--- config.mk ---
export PLATFORM = sky130hd
export DESIGN_NAME = pipe_mac_hs
export DESIGN_NICKNAME = d
export VERILOG_FILES = /design/src/rtl/pipe_mac_hs.sv
export SDC_FILE = /design/constraint.sdc
export NUM_CORES = 1
export LEC_CHECK = 0
export ABC_CLOCK_PERIOD_IN_PS = 7500
export BUFFER_PORTS_ARGS = -buffer_cell sky130_fd_sc_hd__buf_2
export CORE_ASPECT_RATIO = 0.5
export CORE_UTILIZATION = 50
export DETAILED_ROUTE_END_ITERATION = 8
export GPL_ROUTABILITY_DRIVEN = 1
export PLACE_DENSITY = 0.78
export SKIP_LAST_GASP = 1
export SLEW_MARGIN = 20
export SYNTH_ARGS = -nofsm -noshare
export SYNTH_HDL_FRONTEND = slang
export SYNTH_SLANG_ARGS = --single-unit
export TNS_END_PERCENT = 1
--- constraint.sdc ---
create_clock -name clk -period 7.5 [get_ports clk]
set_input_delay 0.75 -clock clk [delete_from_list [all_inputs] [get_ports clk]]
set_output_delay 0.75 -clock clk [all_outputs]
set_load 0.01 [all_outputs]
--- src/rtl/pipe_mac_hs.sv ---
// Two-stage (a+b)*c pipeline with valid/ready handshakes on both sides.
// mode=1 accumulates products into a wrapping accumulator and flags the carry-out.
`timescale 1ns/1ps
module pipe_mac_hs #(
  parameter int unsigned W     = 8,
  parameter int unsigned ACC_W = 2*W+8
) (
  input  logic             clk,
  input  logic             rst,
  input  logic             in_valid,
  output logic             in_ready,
  input  logic [W-1:0]     a,
  input  logic [W-1:0]     b,
  input  logic [W-1:0]     c,
  input  logic             mode,
  input  logic             acc_clr,
  output logic             out_valid,
  input  logic             out_ready,
  output logic [ACC_W-1:0] d,
  output logic             ovf
);

  localparam int unsigned SUM_W  = W + 1;
  localparam int unsigned PROD_W = 2*W + 1;
  localparam int unsigned ACC_XW = ACC_W + 1;

  typedef struct packed {
    logic [SUM_W-1:0] sum;
    logic [W-1:0]     c;
    logic             mode;
    logic             clr;
  } s1_t;

  logic              v1;
  logic              v2;
  s1_t               s1;
  logic [ACC_W-1:0]  acc;

  logic              adv1;
  logic              adv2;
  logic [SUM_W-1:0]  sum_c;
  logic [PROD_W-1:0] prod_c;
  logic [ACC_W-1:0]  prod_ext_c;
  logic [ACC_W-1:0]  base_c;
  logic [ACC_XW-1:0] acc_sum_c;

  // Handshake: a stage advances when it is empty or its successor advances.
  always_comb begin
    adv2     = !v2 || out_ready;
    adv1     = !v1 || adv2;
    in_ready = adv1;
  end

  // Full-precision datapath: sum is W+1 bits, product 2W+1 bits, carry kept at ACC_W.
  always_comb begin
    sum_c      = SUM_W'(a) + SUM_W'(b);
    prod_c     = PROD_W'(s1.sum) * PROD_W'(s1.c);
    prod_ext_c = ACC_W'(prod_c);
    base_c     = s1.clr ? '0 : acc;
    acc_sum_c  = ACC_XW'(base_c) + ACC_XW'(prod_ext_c);
  end

  // Stage 1: capture the operand triple together with its control bits.
  always_ff @(posedge clk or negedge rst) begin
    if (!rst) begin
      v1 <= 1'b0;
      s1 <= '0;
    end else if (adv1) begin
      v1 <= in_valid;
      if (in_valid) begin
        s1.sum  <= sum_c;
        s1.c    <= c;
        s1.mode <= mode;
        s1.clr  <= acc_clr;
      end
    end
  end

  // Stage 2: result register; accumulator updates exactly once per item here.
  always_ff @(posedge clk or negedge rst) begin
    if (!rst) begin
      v2  <= 1'b0;
      d   <= '0;
      ovf <= 1'b0;
      acc <= '0;
    end else if (adv2) begin
      v2 <= v1;
      if (v1) begin
        if (s1.mode) begin
          d   <= acc_sum_c[ACC_W-1:0];
          ovf <= acc_sum_c[ACC_W];
          acc <= acc_sum_c[ACC_W-1:0];
        end else begin
          d   <= prod_ext_c;
          ovf <= 1'b0;
          if (s1.clr) begin
            acc <= '0;
          end
        end
      end
    end
  end

  assign out_valid = v2;

endmodule

==> results_dict.tcl, run 1 <==
set metrics [dict create \
    ctsResizeCount 0 \
    vias 5319 \
    critical_path_required_ns 7.72 \
    layout-drive-gt1-share_pct 13.1 \
    synth-async-reset-ratio_pct 100 \
    synth.distinct_cells 64 \
    regToRegSetupSlack_ns 0.92 \
    hold_viol 0 \
    period_share_pct 87.8 \
    clockRootBuffer "clkbuf_16" \
    start_util_pct 51.9 \
    syn_nets 861 \
    nNetsFinal 910 \
    syn_inst 725 \
    hold_path.class "reg2reg" \
    drt-total-wl_um 14900 \
    cts.reportedPaths.clkPinSlew_ns 0.06 \
    die-area_um2 13800 \
    cp_cell_sequence "nand2_1 > fa_1 > fa_1 > inv_1 > fa_1 > inv_1 > fa_1 > inv_1 > ha_1 > and3_1 > a31oi_1 > a31oi_1 > a21oi_1 > o21ai_0 > xor2_1 > ha_1 > a21oi_1 > o21ai_1 > nor2_1 > a311oi_4 > nand3_1 > a221o_1" \
    diodes 0 \
    clk_latency_ns 0.34 \
    cp-end-kind "flip-flop" \
    cts_max_level 3 \
    dieHeight_um 83.7 \
    violations "DRC" \
    grt_pass1_vias 5329 \
    ys_seq_area_share_pct 26.3 \
    synth_ff_type "dfrtp_1" \
    syn_to_final_growth_pct 11.4 \
    worstSetupStartpointType "flip-flop" \
    antenna_found_initial 0 \
    fin_crit_ns 6.58 \
    slowest_delay_ns 0.55 \
    ioPinCount 57 \
    hold_buffers 0 \
    cts.sinks 70 \
    numCtsBuffers 9 \
    status "complete, but fails checks" \
    rsz0062_at_grt "no" \
    worstPathMaxFanout 9 \
    max_slew.worst_pin.slew_ns 1.12 \
    ant_nets 0 \
    grt_max_degree 71 \
    gp_congestion 0.906 \
    critical_path_class "reg2reg" \
    fin_tns_setup_ns 0 \
    fmax_mhz 152 \
    wire_per_inst_um 15.7 \
    critPathArrivalTime_ns 6.81 \
    synth-seq-cells 70 \
    multi_input_area_um2 4570 \
    slew_violations 0 \
    port_buffers 56 \
    rows 29 \
    via_per_inst 5.60 \
    relSlewSlack_pct 24.9 \
    grt_pass1_wl_um 25700 \
    netlist_area_um2 6670 \
    core_um2 12800 \
    path_buf_inv 3 \
    path_delay_family "adder cells" \
    syn_avg_cell_area_um2 9.20 \
    cp_slowest_cell "fa_1" \
    ff_latch_area_um2 1750 \
    grt_overflow 0 \
    die_x_um 165 \
    drc 8 \
    ys.warnings.count 0 \
    fill_cells 1110 \
    cp_common_cell "fa_1" \
    clk_path_buf_depth 2 \
    firstDrtPassIters 7 \
    drv_cap 0 \
    post-cts-setup-buffer-count 0 \
    setup_viol 0 \
    hpwl_um 10800 \
    cts_tree "done" \
    track_usage_pct 23.4 \
    finClkSkew_ns 0.00955 \
    drtIter0Drc 315 \
    synth_edf_count 0 \
]
cell usage after synthesis, drive strengths merged, types with 12 or more instances:
| cell type | instances | area share [%] |
|---|---|---|
| xnor2 | 24 | 3.2 |
| nor2 | 19 | 1.1 |
| o21ai | 42 | 3.3 |
| mux2 | 12 | 2.0 |
| a21o | 19 | 2.1 |
| a22o | 12 | 1.6 |
| nand2 | 79 | 4.5 |
| a21oi | 44 | 3.4 |
| and2 | 60 | 5.6 |
| ha | 62 | 12 |
| nor2b | 25 | 2.3 |
| dfrtp | 70 | 26 |
| fa | 44 | 13 |
| clkbuf | 20 | 1.1 |
| inv | 64 | 3.6 |
| xor2 | 12 | 1.6 |
worst reg2reg max path, cell delays in order (launching register included):
cell and delay [ns]:
dfrtp_1 0.49, nand2_1 0.13, fa_1 0.53, fa_1 0.55, inv_1 0.05, fa_1 0.53, inv_1 0.05, fa_1 0.52
inv_1 0.04, ha_1 0.39, and3_1 0.24, a31oi_1 0.21, a31oi_1 0.18, a21oi_1 0.35, o21ai_0 0.16, xor2_1 0.18
ha_1 0.40, a21oi_1 0.09, o21ai_1 0.31, nor2_1 0.13, a311oi_4 0.46, nand3_1 0.18, a221o_1 0.32
area by class of cell:
cell class              instances  area share (%)
clock buffers                  10            3.08
clock inverters                 6            1.26
inverters                      65            3.28
multi-input cells             566            61.6
flip-flops and latches         70            23.6
well taps                     170            2.86
repair buffers                 62            4.38
cells by family (layout without fill, tap and decap cells):
logic type	after synthesis	in the layout	synth area share (%)
XOR/XNOR	36	36	4.73
AND/OR/NAND/NOR	237	237	18.8
flip-flops	70	70	26.3
buffers and inverters	89	143	5.14
adder cells (fa/ha/maj)	106	106	24.8
AO/OA/AOI/OAI	165	165	16.7
multiplexers	22	22	3.53
cells in the final DEF, fill, tap and decap left out, types with 11 or more instances in the layout:
cell     count
nand2_1     78
dfrtp_1     70
inv_1       64
ha_1        62
and2_1      60
buf_2       56
fa_1        44
a21oi_1     42
o21ai_0     36
nor2b_1     25
xnor2_1     24
a21o_1      19
nor2_1      19
xor2_1      12
a22o_1      12
mux2_2      11
worst paths after layout:
path,start,end,cells past startpoint
worst max-delay path,s1[10]$_DFFE_PN0P_,acc[19]$_DFFE_PN0P_,22
worst min-delay path,d[4]$_DFFE_PN0P_,d[4]$_DFFE_PN0P_,2
worst max register to register,s1[10]$_DFFE_PN0P_,acc[19]$_DFFE_PN0P_,22
worst min register to register,d[4]$_DFFE_PN0P_,d[4]$_DFFE_PN0P_,2
max in group asynchronous,rst,d[15]$_DFFE_PN0P_,2
min in group asynchronous,rst,s1[5]$_DFFE_PN0P_,2
sequential cells by signal, indices dropped and copies added, names as in the netlist:
| signal | count |
|---|---|
| ovf | 1 |
| d | 24 |
| v1 | 1 |
| acc | 24 |
| s1 | 19 |
| out_valid | 1 |
through the flow:
stage	instance area, um^2	hold slack, ns	cells	setup WS (ns)	utilization, %
global placement	7110	0.452	933	1.14	55.3
global route	7430	0.497	949	0.538	57.8
floorplan	6670	0.438	725	1.33	-
finish	7430	0.475	949	0.917	57.8
detailed placement	7110	0.458	933	0.961	55.3
CTS	7430	0.474	949	0.954	57.8
layer usage:
metal | global-route usage, % | part of all wire, %
met1 | 32.5 | 49
met2 | 38.8 | 46
met4 | 4.55 | 0.75
met3 | 3.53 | 4.2
met5 | 0 | 0
Power of run 1 is not shown: default switching activity piles up to over one toggle a cycle in this logic, so the estimate is an artifact.
==> run 2, diff against run 1 <==
- RECOVER_POWER: unset -> 25
==> run 2 against run 1 <==
First-iteration DRC count grew 1.6%. Wire length shrank 0.11%. Via count shrank 0.41%. Highest routed layer unchanged. Non-clock buffer count is the same. Final cell count is the same. Global-route usage is the same. The flow finishes with violations (DRC, capacitance limit, slew limit). Sequential share of layout area is essentially flat. Worst hold slack is essentially flat. Register-to-register slack is essentially flat. Setup slack lost 0.0089 ns. Fmax shrank 0.13%.
==> results_dict.tcl, run 2 (synthesized netlist as in run 1, its figures left out) <==
set metrics [dict create \
    status "complete, but fails checks" \
    violations "DRC, capacitance limit, slew limit" \
    diodes 0 \
    post-cts-setup-buffer-count 0 \
    clk_latency_ns 0.34 \
    start_util_pct 51.9 \
    nNetsFinal 910 \
    cts.reportedPaths.clkPinSlew_ns 0.06 \
    ioPinCount 57 \
    clk_path_buf_depth 2 \
    layout_common_cells "nand2_1, dfrtp_1, inv_1" \
    fill_cells 1112 \
    clockRootBuffer "clkbuf_16" \
    hold_viol 0 \
    critical_path_class "reg2reg" \
    syn_to_final_growth_pct 11.4 \
    cts.sinks 70 \
    ctsResizeCount 0 \
    track_usage_pct 23.4 \
    fin_tns_setup_ns 0 \
    grt_overflow 0 \
    rows 29 \
    antenna_found_initial 0 \
    layout-drive-gt1-share_pct 13.0 \
    worstSetupStartpointType "flip-flop" \
    wire_per_inst_um 15.6 \
    worstPathMaxFanout 9 \
    slew_violations 71 \
    relSlewSlack_pct -157 \
    grt_pass1_wl_um 25700 \
    hpwl_um 10800 \
    drv_cap 1 \
    cp-end-kind "flip-flop" \
    period_share_pct 87.9 \
    drtIter0Drc 320 \
    cts_tree "done" \
    core_um2 12800 \
    critical_path_required_ns 7.72 \
    hold_buffers 0 \
    finClkSkew_ns 0.00955 \
    numCtsBuffers 9 \
    setup_viol 0 \
    firstDrtPassIters 7 \
    port_buffers 56 \
    hold_path.class "reg2reg" \
    vias 5297 \
    grt_pass1_vias 5329 \
    die-area_um2 13800 \
    drt-total-wl_um 14800 \
    top_regs "acc x24, d x24, s1 x19" \
    critPathArrivalTime_ns 6.81 \
    fmax_mhz 152 \
    dieHeight_um 83.7 \
    rsz0062_at_grt "no" \
    drc 8 \
    grt_max_degree 71 \
    max_slew.worst_pin.slew_ns 3.85 \
    ant_nets 0 \
    fin_crit_ns 6.59 \
    gp_congestion 0.906 \
    die_x_um 165 \
    cts_max_level 3 \
    via_per_inst 5.58 \
    final_common_cell "nand2_1" \
]
run 2: stage by stage:
stage	setup WS [ns]	util, %	cell area [um^2]	cells	hold slack, ns
after floorplan	1.33	-	6670	725	0.438
after global placement	1.14	55.3	7110	933	0.452
after detailed placement	0.961	55.3	7110	933	0.458
after CTS	0.954	57.8	7430	949	0.474
after global routing	0.538	57.8	7430	949	0.497
final	0.908	57.8	7430	949	0.475
run 2: layer usage:
layer  vias up  wire length, um  part of all wire [%]  GRT usage (%)
met3        10              693                   4.7           3.53
met1      2551             7180                    48           32.5
met5         -                0                     0              0
li1       2587                -                     -              -
met4         0              100                  0.67           4.55
met2       149             6860                    46           38.8
run 2: cell type report:
type	instances	area (um^2)	share of cell area, %
Sequential cell	70	1750	23.6
Multi-Input combinational cell	566	4570	61.6
Timing Repair Buffer	62	322	4.33
Clock buffer	10	229	3.08
Clock inverter	6	93.8	1.26
Inverter	65	244	3.29
Tap cell	170	213	2.86
run 2: worst max-delay path, stage by stage, from the launching register on:
cell and delay [ns]:
dfrtp_1 0.50, nand2_1 0.13, fa_1 0.53, fa_1 0.55, inv_1 0.05, fa_1 0.53
inv_1 0.05, fa_1 0.52, inv_1 0.04, ha_1 0.39, and3_1 0.23, a31oi_1 0.21
a31oi_1 0.18, a21oi_1 0.35, o21ai_0 0.16, xor2_1 0.18, ha_1 0.40, a21oi_1 0.09
o21ai_1 0.31, nor2_1 0.13, a311oi_4 0.45, nand3_1 0.18, a221o_1 0.32
run 2: final timing paths:
path | cells after the start | slack [ns] | to | from
max in group asynchronous | 2 | 3.48 | d[15]$_DFFE_PN0P_ | rst
min reg2reg | 2 | 0.47 | d[4]$_DFFE_PN0P_ | d[4]$_DFFE_PN0P_
max | 22 | 0.91 | acc[19]$_DFFE_PN0P_ | s1[10]$_DFFE_PN0P_
min | 2 | 0.47 | d[4]$_DFFE_PN0P_ | d[4]$_DFFE_PN0P_
max reg2reg | 22 | 0.91 | acc[19]$_DFFE_PN0P_ | s1[10]$_DFFE_PN0P_
min in group asynchronous | 2 | 1.84 | s1[5]$_DFFE_PN0P_ | rst
Power of run 2 is left out for the same reason.
